## src/rtl/pipe_pkg.sv

```systemverilog
// Shared ID/EX stage definitions: bundle widths, control field positions,
// the packed control record and the occupancy-derived stage states.
package pipe_pkg;

  localparam int ID_EX_CTRL_W = 9;
  localparam int ID_EX_DATA_W = 128;

  // Bit positions of the control fields inside the control bundle
  localparam int CTRL_ALUOP_LSB  = 0;
  localparam int CTRL_ALUOP_MSB  = 1;
  localparam int CTRL_EXTOP      = 2;
  localparam int CTRL_MEMREAD    = 3;
  localparam int CTRL_MEMWRITE   = 4;
  localparam int CTRL_REGWRITE   = 5;
  localparam int CTRL_MEMTOREG   = 6;
  localparam int CTRL_ALUSRC     = 7;
  localparam int CTRL_REGDST     = 8;

  typedef struct packed {
    logic       reg_dst;
    logic       alu_src;
    logic       mem_to_reg;
    logic       reg_write;
    logic       mem_write;
    logic       mem_read;
    logic       ext_op;
    logic [1:0] alu_op;
  } id_ex_ctrl_t;

  // Stage state is simply how many entries are held
  typedef enum logic [1:0] {
    EMPTY = 2'd0,
    ONE   = 2'd1,
    FULL  = 2'd2
  } occ_state_e;

endpackage

```

## src/rtl/pipe_stage_skid.sv

```systemverilog
// Elastic pipeline-stage register with stall, synchronous flush and an
// optional one-entry skid buffer that decouples in_ready_o from out_ready_i.
module pipe_stage_skid
  import pipe_pkg::*;
#(
  parameter int DATA_W = ID_EX_DATA_W,
  parameter int CTRL_W = ID_EX_CTRL_W,
  parameter int SKID   = 1
) (
  input  logic              clk_i,
  input  logic              rst_i,
  input  logic              stall_i,
  input  logic              flush_i,
  input  logic              in_valid_i,
  output logic              in_ready_o,
  input  logic [DATA_W-1:0] in_data_i,
  input  logic [CTRL_W-1:0] in_ctrl_i,
  output logic              out_valid_o,
  input  logic              out_ready_i,
  output logic [DATA_W-1:0] out_data_o,
  output logic [CTRL_W-1:0] out_ctrl_o,
  output logic [1:0]        occupancy_o
);

  logic              main_valid;
  logic [DATA_W-1:0] main_data;
  logic [CTRL_W-1:0] main_ctrl;
  logic              skid_valid;
  logic [DATA_W-1:0] skid_data;
  logic [CTRL_W-1:0] skid_ctrl;
  logic              enq;
  logic              deq;
  occ_state_e        state;

  // The main entry always drives the outputs; control is masked to NOP when idle
  assign out_valid_o = main_valid & ~stall_i;
  assign out_data_o  = main_data;
  assign out_ctrl_o  = out_valid_o ? main_ctrl : '0;
  assign occupancy_o = {1'b0, main_valid} + {1'b0, skid_valid};

  assign deq = out_valid_o & out_ready_i;
  assign enq = in_valid_i & in_ready_o;

  // Skid mode accepts purely on registered state; single-register mode needs the downstream slot
  if (SKID != 0) begin : g_skid_ready
    assign in_ready_o = ~skid_valid & ~stall_i & ~flush_i;
  end else begin : g_reg_ready
    assign in_ready_o = (~main_valid | out_ready_i) & ~stall_i & ~flush_i;
  end

  // Decode the held-entry count into the stage state
  always_comb begin
    state = EMPTY;
    if (skid_valid) begin
      state = FULL;
    end else if (main_valid) begin
      state = ONE;
    end
  end

  // Entry movement: flush drops everything, stall freezes, otherwise FIFO enq/deq
  always_ff @(posedge clk_i or negedge rst_i) begin
    if (!rst_i) begin
      main_valid <= 1'b0;
      main_data  <= '0;
      main_ctrl  <= '0;
      skid_valid <= 1'b0;
      skid_data  <= '0;
      skid_ctrl  <= '0;
    end else if (flush_i) begin
      main_valid <= 1'b0;
      skid_valid <= 1'b0;
    end else if (!stall_i) begin
      case (state)
        EMPTY: begin
          if (enq) begin
            main_valid <= 1'b1;
            main_data  <= in_data_i;
            main_ctrl  <= in_ctrl_i;
          end
        end
        ONE: begin
          if (enq && deq) begin
            main_data <= in_data_i;
            main_ctrl <= in_ctrl_i;
          end else if (deq) begin
            main_valid <= 1'b0;
          end else if (enq && SKID != 0) begin
            skid_valid <= 1'b1;
            skid_data  <= in_data_i;
            skid_ctrl  <= in_ctrl_i;
          end
        end
        FULL: begin
          if (deq) begin
            main_data  <= skid_data;
            main_ctrl  <= skid_ctrl;
            skid_valid <= 1'b0;
          end
        end
        default: begin
        end
      endcase
    end
  end

endmodule
```

## config.mk

```make
export PLATFORM = sky130hd
export DESIGN_NAME = pipe_stage_skid
export DESIGN_NICKNAME = d
export VERILOG_FILES = /design/src/rtl/pipe_pkg.sv /design/src/rtl/pipe_stage_skid.sv
export SDC_FILE = /design/constraint.sdc
export NUM_CORES = 1
export LEC_CHECK = 0
export BUFFER_PORTS_ARGS = -buffer_cell sky130_fd_sc_hd__buf_2
export CAP_MARGIN = 20
export CELL_PAD_IN_SITES_DETAIL_PLACEMENT = 1
export CELL_PAD_IN_SITES_GLOBAL_PLACEMENT = 2
export CORE_MARGIN = 5
export CORE_UTILIZATION = 34
export CTS_CLUSTER_DIAMETER = 60
export DETAILED_ROUTE_END_ITERATION = 8
export PLACE_DENSITY = 0.72
export SLEW_MARGIN = 5
export SYNTH_ARGS = -nofsm -noshare
export SYNTH_HDL_FRONTEND = slang
export SYNTH_SLANG_ARGS = --single-unit
```

## constraint.sdc

```tcl
create_clock -name clk_i -period 2.4 [get_ports clk_i]
set_clock_uncertainty 0.05 [all_clocks]
set_input_delay 0.12 -clock clk_i [delete_from_list [all_inputs] [get_ports clk_i]]
set_output_delay 0.12 -clock clk_i [all_outputs]
set_load 0.01 [all_outputs]
```

### Word-level counts from Yosys, hierarchy flattened

Index checks and enable logic that the tools add are counted.

| storage, ports and cells | value |
|---|---|
| logic and storage cells | 60 |
| bits in registers | 276 |
| bits of input ports | 143 |

| cells by class | value |
|---|---|
| reductions and logical operators | 9 |
| add/subtract/negate cells | 1 |
| muxes and demuxes | 22 |
| bitwise logic cells | 10 |
| equal/unequal tests | 12 |

Operators by type and width:

| cell | count |
|---|---|
| $mux 128 | 3 |
| $pmux 128 s3 | 1 |
| $mux 9 | 4 |
| $pmux 9 s3 | 1 |
| $ne 3x3->1 const B | 6 |
| $reduce_and 6->1 | 3 |
| $mux 1 | 10 |
| $reduce_bool 3->1 | 3 |
| $ne 2x2->1 const B | 3 |
| $and 1x1->1 | 5 |
| $not 1->1 | 5 |
| $reduce_and 5->1 | 1 |
| $pmux 1 s2 | 2 |
| $add 1x1->2 | 1 |
| $eq 2x1->1 const B | 1 |
| $eq 2x2->1 const B | 1 |
| $logic_not 2->1 | 1 |
| $mux 2 | 1 |
| $ne 2x1->1 const B | 1 |
| $logic_and 1x1->1 | 1 |

### Logic depth before layout (Yosys ltp)

| depth | value |
|---|---|
| depth in word-level cells | 10 |
| depth in mapped cells | 9 |

### Worst setup path after synthesis

No wires, ideal clock.

| timing | value |
|---|---|
| kind | reg2reg |
| from | register skid_valid |
| to | register main_data[106], in the netlist out_data_o[106] |
| slack | 69 ps |
| cell stages (with the launch flop) | 9 |
| path buffers | 3 |
| period minus slack after synthesis | 2,331 ps |
| arrival time | 2,154 ps |
| setup time | 127 ps |
| data required time | 2,223 ps |
| cells stage by stage | dfrtp_1 -> buf_4 -> inv_1 -> ha_1 -> clkbuf_1 -> nor2_2 -> clkbuf_1 -> mux2_2 -> mux2_1 |

| between the ends | value |
|---|---|
| longest elaborated chain between the ends | 7 |

Ends and longest elaborated chain:

| what | line | text |
|---|---|---|
| start: declaration | pipe_stage_skid.sv:28 | `logic skid_valid;` |
| start signal: assignment | pipe_stage_skid.sv:67 | `skid_valid <= 1'b0;` |
| start signal: assignment | pipe_stage_skid.sv:72 | `skid_valid <= 1'b0;` |
| start signal: assignment | pipe_stage_skid.sv:89 | `skid_valid <= 1'b1;` |
| $not 1->1 | pipe_stage_skid.sv:46 | `assign in_ready_o = ~skid_valid & ~stall_i & ~flush_i;` |
| $and 1x1->1 (2 in a row) | pipe_stage_skid.sv:46 |  |
| $and 1x1->1 | pipe_stage_skid.sv:42 | `assign enq = in_valid_i & in_ready_o;` |
| $logic_and 1x1->1 | pipe_stage_skid.sv:83 | `if (enq && deq) begin` |
| $ne 2x2->1 (no line) | -- |  |
| $reduce_and 6->1 (no line) | -- |  |
| end signal: assignment | pipe_stage_skid.sv:78 | `main_data <= in_data_i;` |
| end signal: assignment | pipe_stage_skid.sv:84 | `main_data <= in_data_i;` |
| end signal: assignment | pipe_stage_skid.sv:96 | `main_data <= skid_data;` |
| end: declaration | pipe_stage_skid.sv:26 | `logic [DATA_W-1:0] main_data;` |

Several ways; a longest one is shown, not always the timed one.
A chain may end at the register's enable or synchronous reset.

### Worst setup path after layout

| timing | value |
|---|---|
| from | register skid_valid |
| to | register main_data[52], in the netlist out_data_o[52] |

The elaborated chain is that of the path after synthesis.

==> summary.txt <==
Status
  – Status: completed

Floorplan
  – Starting Density: about a third
  – Top Ports: between 200 and 300
  – Rows: just under 70
  – Die Y: around 200 um
  – Core outline area: 0.0355 mm^2
  – Die X: 200 um
  – Die ar.: between 0.03 and 0.04 mm^2

Run
  – Max-capacitance violation count: 0

Power and ir drop
  – Leakage: 8.04 nW
  – Max VDD drop: between 0.6 and 0.7 mV
  – Power per cell area: ~900 mW/mm^2

Route
  – Via count: roughly 8000
  – Routed WL per cell: between 15 and 20 um
  – Final WL: approximately 32000 um
  – DRC errors left: 0
  – Routed vias/inst: 4.71
  – Initial DRT Pass Iterations: 4
  – ANT nets after route: 0
  – Drt initial violations: 162

Synth
  – Main flop type after synthesis: dfrtp_1
  – Post-Syn Nets: ~900
  – Post-synth EDFFs: 0
  – Post-Syn Area: 0.0122 mm^2
  – Post-synthesis cell type count: 26
  – Asr flop ratio synth: 100%
  – Avg Cell Area, Syn: about 16 um^2
  – #FFs+latches synth: about 280
  – Yosys Warn Count: 0
  – Post-synthesis sequential area ratio: roughly 57%
  – Instance count of the mapped netlist: ~770

Setup path
  – CP startpoint kind: flip-flop
  – Worst R2R Setup Slack: approximately 0.17 ns
  – Critical R2R Capture: out_data_o[52]
  – CP top delay family: buffers and inverters
  – Worst R2R Path Depth: 7
  – Critical path endpoint category: flip-flop
  – Worst EP required: between 2 and 3 ns
  – CP dominant cell by count: buf_12
  – Largest stage delay, worst path: 0.49 ns
  – Critical path depth: 7
  – Worst Path Max Fanout: 21
  – RR Startpoint: skid_valid
  – CP Class: flip-flop to flip-flop
  – CP bufs+invs: 3
  – Critical path, cell by cell: inv_1 -> ha_2 -> nor4_2 -> a31oi_4 -> buf_12 -> buf_12 -> mux2_2
  – WP data arrival: between 2 and 3 ns
  – CP max stage cell: dfrtp_4

Cells and area
  – Post-Layout Cell Count: 1700
  – Filler cells: 3577
  – Nets: roughly 1400
  – Multi-input gate area: between 0.005 and 0.006 mm^2
  – FF/Latch Area: about 0.0069 mm^2
  – Layout cells sized above 1: between 50% and 60%
  – Layout area overhead: 38.3%

Clock network
  – Worst skew pair latency: a little under 0.5 ns
  – Clock Sinks: 276
  – Root buf cell: clkbuf_16
  – CTS tree: done
  – CTS Buf Count: 34
  – Clock buffer depth: 3
  – Htree depth: 2
  – Clock-pin slew on the worst setup and hold paths: roughly 0.06 ns

STA
  – Tcrit/Tclk final: 93.1%
  – Final worst slack: between 0.15 and 0.2 ns
  – Max-slew violations: 0
  – Fmax: around 450 MHz
  – RSZ-0062 raised after global routing: no
  – Setup violators final: 0
  – Post-Route Setup TNS: 0 ns
  – Final worst path period need: about 2.2 ns
  – Hold Vio Cnt, Final: 0
  – Least-Margin Pin Slew: between 0.6 and 0.7 ns
  – Slew headroom: between 50% and 60%
  – Worst hold slack: 0.0579 ns

Placed design
  – Hpwl dp: around 21000 um
  – Placed Instances: around 1500
  – I/O Buffers: 283
  – Pre-CTS WS: between 0.015 and 0.02 ns
  – Placer Congestion: roughly 0.73

Min path
  – Hold EP: main_valid
  – Hold Path Class: primary input to flip-flop
  – Hold_sp: out_ready_i
  – Hold path depth: 4

GRT
  – Largest net degree at the start of global routing: between 90 and 100
  – GRT Util Overall: roughly 15%
  – GR Overflow Total: 0
  – First-pass GRT wire length: approximately 50000 um
  – Number of global-route vias before repair: around 9000
  – Initial antenna violation count: 1
[layout by cell type (no fill, tap or decap), types with 2 or more instances in the layout]
master	n
clkbuf_1	7
ha_1	3
mux2_2	281
nor2b_1	2
mux2_1	100
a21oi_1	2
o21ai_0	2
and2_1	9
buf_4	17
clkbuf_16	38
clkbuf_8	5
inv_1	2
diode_2	3
clkinv_2	6
nand3b_1	2
dlygate4sd3_1	140
nand2_1	4
buf_12	11
clkinvlp_4	2
buf_2	282
mux2_4	30
bufinv_16	3
dfrtp_1	275
[report_power, final]
| group | total, W | internal [W] | switching [W] |
|---|---|---|---|
| sequential | 0.00659 | 0.00594 | 0.000657 |
| combinational | 0.00334 | 0.00189 | 0.00146 |
| clock | 0.00521 | 0.00328 | 0.00193 |
[layer usage]
metal / track usage [%] / wire length (um) / vias to the layer above / share of wire, %
li1: - / - / 3656 / -
met1: 19.8 / 13400 / 4123 / 43
met2: 26.2 / 15700 / 177 / 50
met3: 3.71 / 1770 / 45 / 5.6
met4: 4.33 / 672 / 0 / 2.1
met5: 0 / 0 / - / 0
[flip-flops by register name (all words and copies together) (netlist names)]
| name | flops |
|---|---|
| main_ctrl | 9 |
| skid_valid | 1 |
| skid_ctrl | 9 |
| out_data_o | 128 |
| main_valid | 1 |
| skid_data | 128 |
[worst reg2reg max path, stage by stage, from the launching register on]
cell,delay (ns)
dfrtp_4,0.49
inv_1,0.16
ha_2,0.27
nor4_2,0.08
a31oi_4,0.27
buf_12,0.21
buf_12,0.21
mux2_2,0.38
[per-stage QoR]
| step | total power [W] | util [%] | area [um^2] |
|---|---|---|---|
| finish | 0.0151 | 47.6 | 16900 |
| CTS | 0.0154 | 47.5 | 16800 |
| floorplan | 0.00833 | - | 12200 |
| global placement | 0.00975 | 40.3 | 14300 |
| detailed placement | 0.00987 | 40.3 | 14300 |
| global route | 0.0160 | 47.6 | 16900 |
[synthesized netlist by cell type (2+ instances only)]
cell type	n	area (um^2)
mux2_2	281	3160
dfrtp_1	276	6910
mux2_1	100	1130
mux2_4	30	450
buf_2	16	80.1
clkbuf_1	15	56.3
buf_6	14	158
and2_1	9	56.3
ha_1	4	50.1
nand2_1	4	15.0
a21oi_1	2	10.0
buf_4	2	15.0
inv_1	2	7.51
nand3b_1	2	15.0
nor2b_1	2	12.5
o21ai_0	2	10.0
[kinds of logic (layout without fill, tap and decap cells)]
kind of cell / after synthesis / after routing / synth area share (%)
other: 0 / 3 / 0
adders and majority gates: 4 / 4 / 0.410
muxes: 411 / 411 / 38.8
DFF: 276 / 276 / 56.6
buffers and inverters: 49 / 514 / 2.59
AOI/OAI and AO/OA: 6 / 6 / 0.287
and+or+nand+nor: 25 / 25 / 1.34
[cell type report]
class | count | area share (%)
flip-flops and latches | 276 | 40.9
multi-input cells | 446 | 29.8
repair buffers | 452 | 18.9
clock buffers | 49 | 6.04
well taps | 461 | 3.42
clock inverters | 11 | 0.800
inverters | 2 | 0.0444
diodes | 3 | 0.0444
[timing repair]
item,4_1_cts,5_1_grt
buffers inserted,0,1
gates resized for setup,0,2
hold buffers,140,0
endpoints found under the setup margin,0,73
endpoints found under the hold margin,425,0
[how the worst max path moves through the flow]
stage,end,startpoint,slack (ns)
finish,out_data_o[52],skid_valid,0.17
global route,out_data_o[52],skid_valid,0.06
CTS,out_data_o[74],skid_valid,0.009
detailed placement,out_data_o[54],skid_valid,0.02
global placement,out_data_o[54],skid_valid,0.1
floorplan,out_data_o[106],skid_valid,0.07
Note: power is estimated with default switching activity, not from simulation.
